## src/rtl/codec_init_seq.sv

```systemverilog
// Byte feeder for the codec's I2C master. Walks a {register, data} command
// table and also serves single host read/write requests between table runs.
//
// state        | meaning
// -------------+-----------------------------------------------------------
// IDLE         | waiting for start or host_req
// FETCH        | cmd_index presented, table word not yet valid
// DECODE       | classify table word: end marker, delay or register write
// LOAD_SETUP   | i2c_din driven, copy_enable low, setup time running
// STROBE_HI    | copy_enable high
// STROBE_LO    | copy_enable low, i2c_din held
// WAIT_BUSY    | waiting for the master to leave idle
// WAIT_IDLE    | waiting for the master to return to idle
// DELAY        | delay command running
// NEXT         | advance to the next table entry or finish at the last slot
// DONE         | table run complete, done held
// ERROR        | master wait timed out, error held
module codec_init_seq #(
    parameter logic [6:0] DEV_ADDR     = 7'h18,
    parameter int         IDX_W        = 6,
    parameter int         STROBE_SETUP = 4,
    parameter int         STROBE_HIGH  = 4,
    parameter int         DELAY_UNIT   = 1024,
    parameter int         TIMEOUT      = 2000000
) (
    input  logic             clk,
    input  logic             reset_n,
    input  logic             start,
    output logic             busy,
    output logic             done,
    output logic             error,
    output logic [IDX_W-1:0] cmd_index,
    input  logic [15:0]      cmd_word,
    input  logic             host_req,
    input  logic             host_rw,
    input  logic [7:0]       host_reg,
    input  logic [7:0]       host_wdata,
    output logic             host_ack,
    output logic [7:0]       host_rdata,
    output logic [7:0]       i2c_din,
    output logic             i2c_copy_enable,
    input  logic [7:0]       i2c_state,
    input  logic [7:0]       i2c_dout
);

    typedef enum logic [3:0] {
        S_IDLE, S_FETCH, S_DECODE, S_LOAD_SETUP, S_STROBE_HI, S_STROBE_LO,
        S_WAIT_BUSY, S_WAIT_IDLE, S_DELAY, S_NEXT, S_DONE, S_ERROR
    } state_t;

    localparam logic [31:0]      SETUP_LD = 32'(STROBE_SETUP - 1);
    localparam logic [31:0]      HIGH_LD  = 32'(STROBE_HIGH - 1);
    localparam logic [31:0]      TO_LD    = 32'(TIMEOUT - 1);
    localparam logic [31:0]      DU       = 32'(DELAY_UNIT);
    localparam logic [IDX_W-1:0] IDX_LAST = '1;
    localparam logic [IDX_W-1:0] IDX_ONE  = {{(IDX_W-1){1'b0}}, 1'b1};

    state_t      state;
    logic [31:0] timer;       // shared down-counter: strobe phases, delay, timeout
    logic        host_mode;
    logic        rw_lat;
    logic [7:0]  reg_lat;
    logic [7:0]  wdata_lat;
    logic [1:0]  byte_idx;

    // Address byte first, then register, then data (writes only).
    function automatic logic [7:0] byte_sel(input logic [1:0] idx, input logic rw,
                                            input logic [7:0] r, input logic [7:0] d);
        case (idx)
            2'd0:    byte_sel = {DEV_ADDR, rw};
            2'd1:    byte_sel = r;
            default: byte_sel = d;
        endcase
    endfunction

    logic last_byte;
    assign last_byte = rw_lat ? (byte_idx == 2'd1) : (byte_idx == 2'd2);

    // Sequencer with all outputs registered.
    always_ff @(posedge clk or negedge reset_n) begin
        if (!reset_n) begin
            state           <= S_IDLE;
            timer           <= '0;
            host_mode       <= 1'b0;
            rw_lat          <= 1'b0;
            reg_lat         <= '0;
            wdata_lat       <= '0;
            byte_idx        <= '0;
            busy            <= 1'b0;
            done            <= 1'b0;
            error           <= 1'b0;
            cmd_index       <= '0;
            host_ack        <= 1'b0;
            host_rdata      <= '0;
            i2c_din         <= '0;
            i2c_copy_enable <= 1'b0;
        end else begin
            host_ack <= 1'b0;
            case (state)
                S_IDLE, S_DONE, S_ERROR: begin
                    if (start) begin
                        cmd_index <= '0;
                        done      <= 1'b0;
                        error     <= 1'b0;
                        busy      <= 1'b1;
                        state     <= S_FETCH;
                    end else if (host_req) begin
                        host_mode <= 1'b1;
                        rw_lat    <= host_rw;
                        reg_lat   <= host_reg;
                        wdata_lat <= host_wdata;
                        error     <= 1'b0;
                        busy      <= 1'b1;
                        byte_idx  <= 2'd0;
                        i2c_din   <= {DEV_ADDR, host_rw};
                        timer     <= SETUP_LD;
                        state     <= S_LOAD_SETUP;
                    end
                end
                // The table word becomes valid one cycle after cmd_index moves.
                S_FETCH: state <= S_DECODE;
                S_DECODE: begin
                    if (cmd_word == 16'hFFFF) begin
                        done  <= 1'b1;
                        busy  <= 1'b0;
                        state <= S_DONE;
                    end else if (cmd_word[15:8] == 8'hFE) begin
                        if (cmd_word[7:0] == 8'd0) begin
                            state <= S_NEXT;
                        end else begin
                            timer <= 32'(cmd_word[7:0]) * DU - 32'd1;
                            state <= S_DELAY;
                        end
                    end else begin
                        host_mode <= 1'b0;
                        rw_lat    <= 1'b0;
                        reg_lat   <= cmd_word[15:8];
                        wdata_lat <= cmd_word[7:0];
                        byte_idx  <= 2'd0;
                        i2c_din   <= {DEV_ADDR, 1'b0};
                        timer     <= SETUP_LD;
                        state     <= S_LOAD_SETUP;
                    end
                end
                S_LOAD_SETUP: begin
                    if (timer == 32'd0) begin
                        i2c_copy_enable <= 1'b1;
                        timer           <= HIGH_LD;
                        state           <= S_STROBE_HI;
                    end else begin
                        timer <= timer - 32'd1;
                    end
                end
                S_STROBE_HI: begin
                    if (timer == 32'd0) begin
                        i2c_copy_enable <= 1'b0;
                        timer           <= HIGH_LD;
                        state           <= S_STROBE_LO;
                    end else begin
                        timer <= timer - 32'd1;
                    end
                end
                S_STROBE_LO: begin
                    if (timer == 32'd0) begin
                        if (last_byte) begin
                            timer <= TO_LD;
                            state <= S_WAIT_BUSY;
                        end else begin
                            byte_idx <= byte_idx + 2'd1;
                            i2c_din  <= byte_sel(byte_idx + 2'd1, rw_lat, reg_lat, wdata_lat);
                            timer    <= SETUP_LD;
                            state    <= S_LOAD_SETUP;
                        end
                    end else begin
                        timer <= timer - 32'd1;
                    end
                end
                S_WAIT_BUSY: begin
                    if (i2c_state != 8'd0) begin
                        timer <= TO_LD;
                        state <= S_WAIT_IDLE;
                    end else if (timer == 32'd0) begin
                        error <= 1'b1;
                        busy  <= 1'b0;
                        state <= S_ERROR;
                    end else begin
                        timer <= timer - 32'd1;
                    end
                end
                S_WAIT_IDLE: begin
                    if (i2c_state == 8'd0) begin
                        if (host_mode) begin
                            host_ack <= 1'b1;
                            if (rw_lat) host_rdata <= i2c_dout;
                            busy  <= 1'b0;
                            state <= S_IDLE;
                        end else begin
                            state <= S_NEXT;
                        end
                    end else if (timer == 32'd0) begin
                        error <= 1'b1;
                        busy  <= 1'b0;
                        state <= S_ERROR;
                    end else begin
                        timer <= timer - 32'd1;
                    end
                end
                S_DELAY: begin
                    if (timer == 32'd0) state <= S_NEXT;
                    else                timer <= timer - 32'd1;
                end
                // Last slot ends the run instead of wrapping to index 0.
                S_NEXT: begin
                    if (cmd_index == IDX_LAST) begin
                        done  <= 1'b1;
                        busy  <= 1'b0;
                        state <= S_DONE;
                    end else begin
                        cmd_index <= cmd_index + IDX_ONE;
                        state     <= S_FETCH;
                    end
                end
                default: begin
                    busy  <= 1'b0;
                    state <= S_IDLE;
                end
            endcase
        end
    end

endmodule

```

## config.mk

```make
export PLATFORM = sky130hd
export DESIGN_NAME = codec_init_seq
export DESIGN_NICKNAME = d
export VERILOG_FILES = /design/src/rtl/codec_init_seq.sv
export SDC_FILE = /design/constraint.sdc
export NUM_CORES = 1
export LEC_CHECK = 0
export ABC_AREA = 0
export BUFFER_PORTS_ARGS = -buffer_cell sky130_fd_sc_hd__buf_2
export CORE_ASPECT_RATIO = 0.8
export CORE_UTILIZATION = 60
export CTS_CLUSTER_SIZE = 40
export DETAILED_ROUTE_END_ITERATION = 10
export GPL_TIMING_DRIVEN = 0
export PLACE_DENSITY = 0.81
export REMOVE_ABC_BUFFERS = 1
export SYNTH_ARGS = -nofsm -noshare
export SYNTH_HDL_FRONTEND = slang
export SYNTH_SLANG_ARGS = --single-unit
```

## constraint.sdc

```tcl
create_clock -name clk -period 4 [get_ports clk]
set_input_delay 0.2 -clock clk [delete_from_list [all_inputs] [get_ports clk]]
set_output_delay 0.2 -clock clk [all_outputs]
set_load 0.02 [all_outputs]
```

==> results.txt <==
CTS Buf Count - 9
Yosys top cell area share - 39.8%
port bufs - 79
CTS tree - built
Via density - 6.47
simple-gate share of the synthesized area - 27.4%
antenna viol nets, final - 0
worst r2r path cells - 6
Worst Hold Class - primary input to register
ANT cells - 0
GRT overflow - 0
max-slew violation count - 0
CP Max Fanout - 28
Mapped Area - 5220 µm²
Crit. End Element - register
clk slew on worst S/H paths - 0.08 ns
ys async rst share - 100%
post-synthesis mux area share - 2.13%
drt pass-1 iters - 5
Setup Skew - 0.00758 ns
Die X - 106 µm
Post-synth EDFFs - 0
drt initial violations - 353
Cell variety after synth - 72
Post-synth top flop - dfrtp_1
Hold Crit Depth - 2
sequential fraction of the synthesis area - 39.8%
initial antenna violation count - 0
Synth area leader - dfrtp_1
Crit Path Category - register to register
Mapped Cells - 602
Tightest Pin Transition - 1.35 ns
RSZ-0062 raised after global routing - no
Hold Fails Final Rpt - 0
most common cell after layout, fill and taps aside - dfrtp_1
clk root buf - clkbuf_8
largest family of logic cells by synthesized area - simple AND/OR/NAND/NOR gates
peak supply drop - 0.241 mV
Final Net Count - 723
worst skew pair latency - 0.36 ns
Clock Tree Buf Depth - 2
Routed WL per cell - 17.8 µm
startpoint class of the critical path - register
Placed Cells - 762
final setup violation count - 0
Yosys reg bits - 83
Pleak - 2.64 nW
Worst Path Required - 4.24 ns
PD cells - 482 nW/µm²
fin worst setup slack - 0.365 ns
critical path data arrival time - 3.88 ns
synthesized area per cell - 8.67 µm²
status - finished clean
Layout Cells excl Fill - 779
Slew HR - 9.31%
postcts setup bufs - 0
max frequency - 0.275 GHz
routed wire length - 13.8 mm
core area - 8450 µm²
share of cells above drive strength 1 - 18.9%
GRT Resource Usage Total - 32.0%
H-tree depth - 3
via count - 5043
Synth Area in XOR/XNOR - 2.35%
Final Cycle Share - 90.9%
yosys warns - 0
Period minus WS final - 3.63 ns
DIE AREA - 9080 µm²
largest net degree at the start of global routing - 49
gpl congestion - 0.883
synth top area cells - dfrtp_1 (40%), nand2_1 (5.8%), nor2_1 (4.4%)
initial core utilization - 61.8%
I/O Pins - 80
estimated wirelength of the detail-placed design - 9.75 mm
Synth Area in Adders - 1.92%
MaxCap Viol Count - 0
most frequent cells in the layout - dfrtp_1 (83), nand2_1 (80), buf_2 (78)
die height - 85.4 µm
Residual DRC - 0
first-pass GRT wire length - 23.0 mm
clk sink count - 83
Area growth, synth to finish - 13.6%
Cell Rows - 30
vias in the first global route - 4612
Compound-Gate Fraction of Synth Area - 22.5%
Reg2Reg Setup Slack - 0.37 ns
Place WS - 0.421 ns
-- per-layer routing --
layer / share of wire (%) / vias up / GRT usage (%)
li1: - / 2367 / -
met3: 6.3 / 16 / 5.68
met1: 46 / 2465 / 46.7
met5: 0 / - / 0
met2: 46 / 195 / 49.5
met4: 1.2 / 0 / 7.58
-- flip-flops by register name (all words and copies together), names as in the netlist, 2 cells and up --
register,flops
timer,32
host_rdata,8
i2c_din,8
reg_lat,8
wdata_lat,8
cmd_index,6
state,4
byte_idx,2
-- cells by family (layout without fill, tap and decap cells) --
group | Yosys count | count (layout)
simple gates | 262 | 262
compound gates | 173 | 173
flops | 83 | 83
buf+inv | 52 | 117
xor+xnor | 14 | 14
mux | 10 | 10
fa+ha+maj | 8 | 8
-- metrics by stage --
stage	instance area, µm²	hold slack [ns]	power (mW)	TNS [ns]	util (%)
3_5_place_dp	5680	0.203	2.10	0	67.2
3_3_place_gp	5630	0.432	2.05	-71.70	66.6
6_report	5930	0.0684	2.86	0	70.2
4_1_cts	5930	0.0577	2.84	0	70.2
5_1_grt	5930	0.0578	3.02	0	70.2
2_1_floorplan	5090	-0.0956	1.81	0	-
-- synthesized netlist by cell type (all sizes together) (4+ instances only) --
cell type  instances
dfrtp             83
o2111ai            4
ha                 8
o211ai             6
buf                9
nor4              11
and2               5
nand2b             4
xor2               4
nor3              13
nand4              9
inv               19
nand3b             6
nand2             80
a22oi              5
nand3             21
nor2              61
xnor2             10
clkbuf            24
a211o              4
or3                8
o31a               4
a21o               6
a21oi             32
mux2               9
nor4b              5
a31oi             31
a221o              8
and3               8
o21ai             34
or4                6
a22o               6
or3b               5
-- power breakdown --
group,switching (mW),internal [mW]
clock,0.314,0.433
sequential,0.212,1.03
combinational,0.501,0.367
-- area by class of cell --
| type | instances | area (µm²) |
|---|---|---|
| Timing Repair Buffer | 82 | 443 |
| Multi-Input combinational cell | 467 | 2960 |
| Clock inverter | 4 | 97.6 |
| Sequential cell | 83 | 2080 |
| Clock buffer | 12 | 145 |
| Inverter | 19 | 71.3 |
| Fill cell | 704 | 2520 |
| Tap cell | 112 | 140 |
-- repair_timing --
item,4_1_cts,5_1_grt
setup endpoints to repair,0,3
hold buffers,1,0
hold endpoints to repair,35,0
gates resized for setup,0,1
-- final timing paths --
check	from	end
min in group asynchronous	reset_n	timer[19]$_DFFE_PN0P_
max in group asynchronous	reset_n	host_rdata[0]$_DFFE_PN0P_
worst min-delay path	i2c_dout[3]	host_rdata[3]$_DFFE_PN0P_
worst max-delay path	state[1]$_DFFE_PN0P_	timer[10]$_DFFE_PN0P_
worst min register to register	i2c_din[5]$_DFFE_PN0P_	i2c_din[5]$_DFFE_PN0P_
worst max register to register	state[1]$_DFFE_PN0P_	timer[10]$_DFFE_PN0P_
-- worst max-delay path: stages, from the launching register on --
cell and delay (ns):
dfrtp_1 0.87, nor4b_2 0.92, and4_1 0.65, a22oi_1 0.18, nor2b_1 0.31, and2_1 0.26
a221o_1 0.32
Note: power is estimated with default switching activity, not from simulation.
